--- src/rtl/uart_str_tx.sv ---
//============================================================================
// Module   : uart_str_tx
// Purpose  : Sends a string held in a small internal byte buffer as a
//            sequence of back-to-back UART frames. The frame is a start bit,
//            8 data bits (LSB first) and one stop bit, with an optional even
//            parity bit. The string can be sent once or repeated, and a
//            transfer can be aborted at the next character boundary.
// Options  : define UART_STR_TX_PARITY_EN to insert an even-parity bit
//            between data bit 7 and the stop bit (11-bit frames).
// Ports    : clk        rising-edge clock
//            rst        asynchronous active-high reset
//            wr_en      buffer write strobe (ignored while busy)
//            wr_addr    buffer write address
//            wr_data    buffer write byte
//            len        characters to send, sampled on start
//            start      single-cycle request to begin sending
//            repeat_en  resend the string continuously (sampled at pass end)
//            abort      stop after the current character
//            busy       transfer in progress
//            done       one-cycle pulse at the end of each complete pass
//            tx         UART serial line, idle high
// Revision : 1.0 - initial release
//============================================================================
`default_nettype none

module uart_str_tx #(
  parameter int CLKS_PER_BIT = 10416,
  parameter int DEPTH        = 16,
  parameter int AW           = 4
) (
  input  logic          clk,
  input  logic          rst,
  input  logic          wr_en,
  input  logic [AW-1:0] wr_addr,
  input  logic [7:0]    wr_data,
  input  logic [AW:0]   len,
  input  logic          start,
  input  logic          repeat_en,
  input  logic          abort,
  output logic          busy,
  output logic          done,
  output logic          tx
);

  localparam int            BW         = (CLKS_PER_BIT > 1) ? $clog2(CLKS_PER_BIT) : 1;
  localparam logic [BW-1:0] BAUD_LAST  = BW'(CLKS_PER_BIT - 1);
  localparam logic [AW:0]   DEPTH_LEN  = (AW+1)'(DEPTH);

`ifdef UART_STR_TX_PARITY_EN
  typedef enum logic [2:0] {
    IDLE      = 3'd0,
    START_BIT = 3'd1,
    DATA_BITS = 3'd2,
    PARITY    = 3'd3,
    STOP_BIT  = 3'd4
  } state_t;
`else
  typedef enum logic [1:0] {
    IDLE      = 2'd0,
    START_BIT = 2'd1,
    DATA_BITS = 2'd2,
    STOP_BIT  = 2'd3
  } state_t;
`endif

  state_t        state;
  logic [BW-1:0] baud_cnt;
  logic [2:0]    bit_cnt;
  logic [AW-1:0] index;
  logic [AW:0]   len_lat;
  logic          launch;      // first busy cycle: buffer read in flight, line still idle
  logic          abort_flag;

  // String buffer with a synchronous read port. rd_data is the character
  // being shifted out; it is loaded at the edge that starts each frame.
  logic [7:0]    mem [DEPTH];
  logic [7:0]    rd_data;
  logic          rd_en;
  logic [AW-1:0] rd_addr;

  logic          baud_end;
  logic          pass_end;
  logic          abort_now;
  logic [AW:0]   len_eff;

  assign baud_end  = (baud_cnt == BAUD_LAST);
  // Index of the current character is the last one of the pass.
  assign pass_end  = (({1'b0, index}) + (AW+1)'(1)) == len_lat;
  assign abort_now = abort_flag | abort;
  assign len_eff   = (len > DEPTH_LEN) ? DEPTH_LEN : len;

  // The read is issued on the same edge that drives the start bit, so the
  // byte is ready long before data bit 0 and no idle gap is needed.
  always_comb begin
    rd_en   = 1'b0;
    rd_addr = index;
    if (state == START_BIT && launch) begin
      rd_en   = 1'b1;
      rd_addr = index;
    end else if (state == STOP_BIT && baud_end) begin
      rd_en   = 1'b1;
      rd_addr = pass_end ? '0 : index + AW'(1);
    end
  end

  always_ff @(posedge clk) begin
    if (wr_en && !busy) begin
      mem[wr_addr] <= wr_data;
    end
    if (rd_en) begin
      rd_data <= mem[rd_addr];
    end
  end

  always_ff @(posedge clk or posedge rst) begin
    if (rst) begin
      state      <= IDLE;
      tx         <= 1'b1;
      busy       <= 1'b0;
      done       <= 1'b0;
      index      <= '0;
      len_lat    <= '0;
      baud_cnt   <= '0;
      bit_cnt    <= '0;
      launch     <= 1'b0;
      abort_flag <= 1'b0;
    end else begin
      done <= 1'b0;
      if (busy && abort) begin
        abort_flag <= 1'b1;
      end

      case (state)
        IDLE: begin
          tx         <= 1'b1;
          launch     <= 1'b0;
          abort_flag <= 1'b0;
          if (busy) begin
            // Trailing cycle after a completed pass: busy drops here and a
            // start arriving in this cycle is still ignored.
            busy <= 1'b0;
          end else if (start) begin
            index    <= '0;
            len_lat  <= len_eff;
            baud_cnt <= '0;
            bit_cnt  <= '0;
            if (len_eff == '0) begin
              done <= 1'b1;
            end else begin
              busy   <= 1'b1;
              launch <= 1'b1;
              state  <= START_BIT;
            end
          end
        end

        START_BIT: begin
          if (launch) begin
            launch <= 1'b0;
            tx     <= 1'b0;
          end else if (baud_end) begin
            baud_cnt <= '0;
            bit_cnt  <= '0;
            tx       <= rd_data[0];
            state    <= DATA_BITS;
          end else begin
            baud_cnt <= baud_cnt + BW'(1);
          end
        end

        DATA_BITS: begin
          if (baud_end) begin
            baud_cnt <= '0;
            if (bit_cnt == 3'd7) begin
`ifdef UART_STR_TX_PARITY_EN
              tx    <= ^rd_data;
              state <= PARITY;
`else
              tx    <= 1'b1;
              state <= STOP_BIT;
`endif
            end else begin
              bit_cnt <= bit_cnt + 3'd1;
              tx      <= rd_data[bit_cnt + 3'd1];
            end
          end else begin
            baud_cnt <= baud_cnt + BW'(1);
          end
        end

`ifdef UART_STR_TX_PARITY_EN
        PARITY: begin
          if (baud_end) begin
            baud_cnt <= '0;
            tx       <= 1'b1;
            state    <= STOP_BIT;
          end else begin
            baud_cnt <= baud_cnt + BW'(1);
          end
        end
`endif

        STOP_BIT: begin
          if (baud_end) begin
            baud_cnt <= '0;
            bit_cnt  <= '0;
            if (pass_end) begin
              // A finished pass always reports done, even when an abort
              // arrives at the same time; abort only suppresses the repeat.
              done  <= 1'b1;
              index <= '0;
              if (abort_now || !repeat_en) begin
                abort_flag <= 1'b0;
                state      <= IDLE;
              end else begin
                tx    <= 1'b0;
                state <= START_BIT;
              end
            end else if (abort_now) begin
              abort_flag <= 1'b0;
              busy       <= 1'b0;
              state      <= IDLE;
            end else begin
              index <= index + AW'(1);
              tx    <= 1'b0;
              state <= START_BIT;
            end
          end else begin
            baud_cnt <= baud_cnt + BW'(1);
          end
        end

        default: begin
          tx    <= 1'b1;
          busy  <= 1'b0;
          state <= IDLE;
        end
      endcase
    end
  end

endmodule

`default_nettype wire

--- config.mk ---
export PLATFORM = sky130hd
export DESIGN_NAME = uart_str_tx
export DESIGN_NICKNAME = d
export VERILOG_FILES = /design/src/rtl/uart_str_tx.sv
export SDC_FILE = /design/constraint.sdc
export NUM_CORES = 1
export LEC_CHECK = 0
export CAP_MARGIN = 10
export CORE_MARGIN = 1
export CORE_UTILIZATION = 40
export DETAILED_ROUTE_END_ITERATION = 10
export GPL_TIMING_DRIVEN = 0
export PLACE_DENSITY = 0.63
export SYNTH_ARGS = -nofsm -noshare
export SYNTH_HDL_FRONTEND = slang
export SYNTH_SLANG_ARGS = --single-unit
--- constraint.sdc ---
create_clock -name clk -period 6.8 [get_ports clk]
set_clock_uncertainty 0.15 [all_clocks]
set_input_delay 1.02 -clock clk [delete_from_list [all_inputs] [get_ports clk]]
set_output_delay 1.02 -clock clk [all_outputs]
set_load 0.02 [all_outputs]
==> impl_metrics.csv, run 1 <==
group,metric,value,unit
critical_path,start_kind,"flip-flop",
critical_path,crit_type,"flip-flop to flip-flop",
power,p_leak,3.337,nW
timing,drv_slew,0,
clock_tree,cts_hold_buf,0,
drt,dr.pass1.iters,5,
yosys,synth_top_cell_by_area,"edfxtp_1",
timing,min_period,3845,ps
critical_path,worstPathMaxFanout,10,
grt,grt_usage,20.11,%
critical_path,reg2reg_setup_slack,2960,ps
floorplanning,core,0.01953,mm²
floorplanning,die_w,143.5,µm
floorplanning,die-area,0.02060,mm²
clock_tree,cts_root_buf,"clkbuf_16",
floorplanning,die_h,143.5,µm
grt,antenna_found_initial,0,
grt,grt_max_degree,19,
clock_tree,htreeDepth,4,
clock_tree,clock_latency,450,ps
floorplanning,initial_core_util,41.04,%
timing,worst_slew_pin_slew,1190,ps
yosys,synth_cell_types,69,
drt,vias,5510,
drt,wl,19.54,mm
critical_path,cp.required,6800,ps
final_layout,antenna_cells,0,
placed_design,place_ws,3044,ps
timing,finalSetupTns,0,ps
timing,grt_setup_unrepaired,"false",
clock_tree,cts.clk_slew.worst_paths,70,ps
timing,fin_ws,2955,ps
final_layout,nets,702,
clock_tree,ctsResizeCount,0,
floorplanning,core.rowCount,51,
clock_tree,cts-buffers-inserted,17,
timing,hold_violations,0,
drt,drtAntennaViolNets,0,
yosys,ys_async_sr_fraction,19.53,%
yosys,synth_nets,657,
drt,remaining_drc_errors,0,
critical_path,worst_setup_path_end_kind,"flip-flop",
power,ir_worst_vdd,0.1847,mV
timing,max_slew_margin,20.06,%
drt,via_per_inst,5.812,
final_layout,final_common_cell,"edfxtp_1",
critical_path,critPathArrivalTime,3850,ps
yosys,synthCells,625,
drt,dr.first_iter.drc_count,540,
clock_tree,post-cts-setup-buffer-count,0,
yosys,synth_top_flop_cell,"edfxtp_1",
grt,grt_pass1_wl,29.93,mm
yosys,synth_area_leaders,"edfxtp_1 (51%), dfrtp_1 (10%), mux2_4 (3.4%), nand2_1 (2.6%), and3_1 (2.4%)",
yosys,ys_warn_count,0,
grt,grt_overflow_total,0,
grt,grt_pass1_vias,5395,
yosys,yosys.area.top_type_share,50.97,%
floorplanning,io_pins,26,
timing,setup_viol,0,
clock_tree,clock_path_buffers,2,
min_path,hold_path_class,"flip-flop to flip-flop",
status,status,"finished, final reports clean",
placed_design,hpwlAfterDp,13.44,mm
yosys,syn_area,0.008013,mm²
placed_design,gp_congestion,0.8422,
timing,fmax,0.2601,GHz
timing,fin_crit_sh,56.54,%
yosys,synth.avg_cell_area,12.82,µm²
job,drv_cap,0,
placed_design,io_buffers,25,
yosys,synth_edf_count,136,
power,p_per_area,239.1,mW/mm²
drt,wire_per_inst,20.61,µm
final_layout,n_fill_cell,1735,
yosys,ys_seq_elements,169,
final_layout,layout_common_cells,"edfxtp_1 (136), nand2_1 (56), o21ai_0 (37)",
final_layout,drive_above_1_share,13.18,%
clock_tree,cts_sinks,169,
clock_tree,cts_tree,"built",
final_layout,area_growth,15.26,%
yosys,yosysSeqAreaShare,61.29,%
-- logic make-up after synthesis --
family / synth area share [%]
AOI/OAI and AO/OA: 13.12
buffers and inverters: 2.217
adders and majority gates: 1.405
xor gates and xnor gates: 1.312
muxes: 6.293
and+or+nand+nor: 14.37
DFF: 61.29
-- routing by layer --
layer,GRT usage (%),vias to the layer above,routed length (µm)
li1,-,2525,-
met5,0,-,0
met2,33.60,184,9388
met3,4.632,47,1202
met1,25.43,2754,8478
met4,7.335,0,471
-- cells in the mapped netlist (all sizes together), types with 3 or more instances --
cell type	number
ha	9
a21o	4
xor2	7
nand4	12
inv	4
o21ai	40
a21boi	3
a311oi	3
and3	32
a21oi	13
a22o	3
clkbuf	17
nand2b	13
nor2	39
nand3	28
a211oi	3
edfxtp	136
a221oi	5
nor3b	3
xnor2	5
dfrtp	32
a31oi	4
nor2b	9
mux2	33
buf	13
o211a	7
a32oi	3
nand2	56
o31a	3
a211o	22
nor3	9
o211ai	24
-- critical path: stages (launching register included) --
cell     delay (ps)
dfrtp_1         550
ha_1            240
buf_2           220
nor2b_1         230
or4_1           170
nand3_1         230
a21oi_2         300
buf_6           190
mux2_1          330
o211a_1         210
o21ai_0         490
nand4_1         240
-- final cells by class --
type,instances,area (µm²),share of cell area [%]
Sequential cell,169,4911,53.18
Multi-Input combinational cell,422,2929,31.72
Clock buffer,17,425.4,4.606
Tap cell,265,331.6,3.590
Timing Repair Buffer,26,277.8,3.008
Clock inverter,15,182.7,1.978
Buffer,30,162.7,1.761
Inverter,4,15.01,0.1626
-- metrics by stage --
step           util (%)  instances  power (W)  instance area (µm²)  hold slack, ps
3_3_place_gp      44.02        915   0.001229                 8594           329.2
4_1_cts           47.30        948   0.002211                 9235           357.3
3_5_place_dp      44.18        916   0.001234                 8627           343.2
2_1_floorplan         -        625   0.001187                 8013           307.1
6_report          47.30        948   0.002209                 9235           361.4
5_1_grt           47.30        948   0.002263                 9235           370.9
-- flip-flops by register name (all words and copies together), names as in the netlist --
| signal | cells |
|---|---|
| mem | 128 |
| baud_cnt | 14 |
| rd_data | 8 |
| len_lat | 5 |
| index | 4 |
| bit_cnt | 3 |
| state | 2 |
| abort_flag | 1 |
| busy | 1 |
| done | 1 |
| launch | 1 |
| tx | 1 |
-- where the power goes --
group	internal (W)	leakage [nW]	switching, W
Combinational	0.0000327	1.41	0.0000512
Clock	0.000555	0.294	0.000442
Sequential	0.00112	1.64	0.00000339
Total	0.00171	3.34	0.000496
-- path summary, 6_finish.rpt --
kind,startpoint,endpoint,cells after the start
max in group asynchronous,rst,baud_cnt[0],3
max,index[0],rd_data[6],11
max reg2reg,index[0],rd_data[6],11
min in group asynchronous,rst,len_lat[3],2
min,tx,tx,2
min reg2reg,tx,tx,2
(Power assumes the default switching activity.)
==> inputs of run 2 (changes only) <==
==> constraint.sdc (replaced) <==
create_clock -name clk -period 3.9 [get_ports clk]
set_clock_uncertainty 0.15 [all_clocks]
set_input_delay 0.585 -clock clk [delete_from_list [all_inputs] [get_ports clk]]
set_output_delay 0.585 -clock clk [all_outputs]
set_load 0.02 [all_outputs]
==> run 2 against run 1 <==
  * Sequential power increased by 74%
  * Maximum frequency increased by 0.74%
  * Largest cell class unchanged
  * Power increased by 74%
  * Hold slack got worse by 2.0 ps
  * Sequential cell count unchanged
  * First-iteration DRC count decreased by 6.9%
  * Cell count unchanged
==> impl_metrics.csv, run 2 (synthesis gave the netlist of run 1 again) <==
group,metric,value,unit
grt,grt_pass1_wl,29.93,mm
final_layout,final_common_cell,"edfxtp_1",
clock_tree,cts_tree,"built",
final_layout,nets,702,
critical_path,worst_setup_path_end_kind,"flip-flop",
timing,setup_viol,0,
timing,max_slew_margin,22.18,%
floorplanning,die_h,143.5,µm
critical_path,cp_num_buf_inv,3,
drt,drtAntennaViolNets,0,
clock_tree,cts.clk_slew.worst_paths,70,ps
timing,worst_slew_pin_slew,1158,ps
timing,finalSetupTns,0,ps
grt,grt_usage,20.11,%
critical_path,cpPeakStageDelay,500,ps
drt,dr.pass1.iters,6,
critical_path,start_kind,"flip-flop",
final_layout,seq_area,0.004911,mm²
final_layout,reg_top3,"mem x128, baud_cnt x14, rd_data x8",
timing,drv_slew,0,
final_layout,n_fill_cell,1735,
critical_path,critPathArrivalTime,3810,ps
timing,grt_setup_unrepaired,"false",
floorplanning,initial_core_util,41.04,%
grt,grt_max_degree,19,
placed_design,gp_congestion,0.8422,
final_layout,multi_input_area,0.002934,mm²
critical_path,cp.required,3900,ps
final_layout,regMostFlops,"mem",
final_layout,largest_reg_flops,128,
clock_tree,cts_root_buf,"clkbuf_16",
status,status,"finished, final reports clean",
grt,antenna_found_initial,0,
power,p_per_area,416.0,mW/mm²
final_layout,antenna_cells,0,
critical_path,critPathTopFamily,"simple AND/OR/NAND/NOR gates",
drt,wire_per_inst,20.64,µm
power,ir_worst_vdd,0.3188,mV
timing,fmax,0.2620,GHz
min_path,hold_path_class,"flip-flop to flip-flop",
clock_tree,cts_sinks,169,
timing,fin_crit_sh,97.86,%
final_layout,layout_common_cells,"edfxtp_1 (136), nand2_1 (56), nor2_1 (36)",
drt,remaining_drc_errors,0,
grt,grt_pass1_vias,5395,
drt,vias,5527,
placed_design,io_buffers,25,
timing,hold_violations,0,
job,drv_cap,0,
final_layout,drive_above_1_share,13.18,%
floorplanning,die_w,143.5,µm
critical_path,slowest_stage,"dfrtp_1",
floorplanning,io_pins,26,
drt,via_per_inst,5.830,
floorplanning,core.rowCount,51,
drt,wl,19.57,mm
final_layout,fin_util,47.32,%
clock_tree,cts_hold_buf,0,
clock_tree,post-cts-setup-buffer-count,0,
drt,dr.first_iter.drc_count,503,
min_path,min_path_cells,2,
grt,grt_overflow_total,0,
critical_path,worstPathMaxFanout,10,
critical_path,path_depth,12,
timing,min_period,3816,ps
clock_tree,clock_latency,440,ps
floorplanning,core,0.01953,mm²
power,p_leak,3.337,nW
critical_path,rr_worst_depth,12,
critical_path,crit_top_cell,"buf_2",
clock_tree,htreeDepth,4,
final_layout,area_growth,15.32,%
placed_design,hpwlAfterDp,13.44,mm
clock_tree,cts-buffers-inserted,17,
floorplanning,die-area,0.02060,mm²
critical_path,crit_type,"flip-flop to flip-flop",
critical_path,path_cells,"ha_1 -> buf_2 -> nor2b_1 -> or4_1 -> and3_4 -> nor2_4 -> o21a_1 -> buf_4 -> buf_2 -> a311oi_1 -> o21ai_0 -> nand4_1",
clock_tree,clock_path_buffers,2,
-- run 2: cell type report --
| cell class | instances | share of cell area (%) |
|---|---|---|
| plain buffers | 30 | 1.760 |
| well taps | 265 | 3.588 |
| inverters | 4 | 0.1625 |
| flip-flops and latches | 169 | 53.15 |
| clock buffers | 17 | 4.604 |
| multi-input cells | 422 | 31.75 |
| clock inverters | 15 | 1.977 |
| repair buffers | 26 | 3.006 |
-- run 2: repair_timing --
action | CTS | global route
setup endpoints to repair | 0 | 3
gates resized for setup | 0 | 3
hold endpoints to repair | 0 | 0
-- run 2: worst paths after layout --
kind	startpoint	endpoint	slack, ps
setup / recovery	index[0]	rd_data[0]	80
hold / removal	tx	tx	360
setup reg to reg	index[0]	rd_data[0]	80
hold reg to reg	tx	tx	360
max in group asynchronous	rst	baud_cnt[0]	2590
min in group asynchronous	rst	len_lat[3]	460
-- run 2: per-layer routing --
| metal | global-route usage [%] | routed length, µm | share of wire, % | vias to the layer above |
|---|---|---|---|---|
| met5 | 0 | 0 | 0 | - |
| met4 | 7.335 | 495 | 2.5 | 0 |
| met3 | 4.632 | 1310 | 6.7 | 40 |
| met2 | 33.60 | 9434 | 48 | 211 |
| met1 | 25.43 | 8325 | 43 | 2752 |
| li1 | - | - | - | 2524 |
-- run 2: through the flow --
step                instance area, µm²  hold slack, ps  total power, W  setup slack [ps]  std cells
floorplan                         8013           307.1        0.002070             923.5        625
global placement                  8594           329.2        0.002143             266.8        915
detailed placement                8627           343.2        0.002151             144.5        916
CTS                               9235           357.3        0.003854             116.6        948
global route                      9240           370.9        0.003946             36.55        948
finish                            9240           359.4        0.003844             83.53        948
-- run 2: power breakdown --
group	internal (W)	total (W)	switching, W
combinational	0.0000571	0.000147	0.0000895
sequential	0.00196	0.00197	0.00000573
clock	0.000968	0.00173	0.000763
-- run 2: worst min-delay path, stage by stage (launching register included) --
cell and delay [ps]:
dfstp_2 380, nor2_1 90, a31oi_1 40
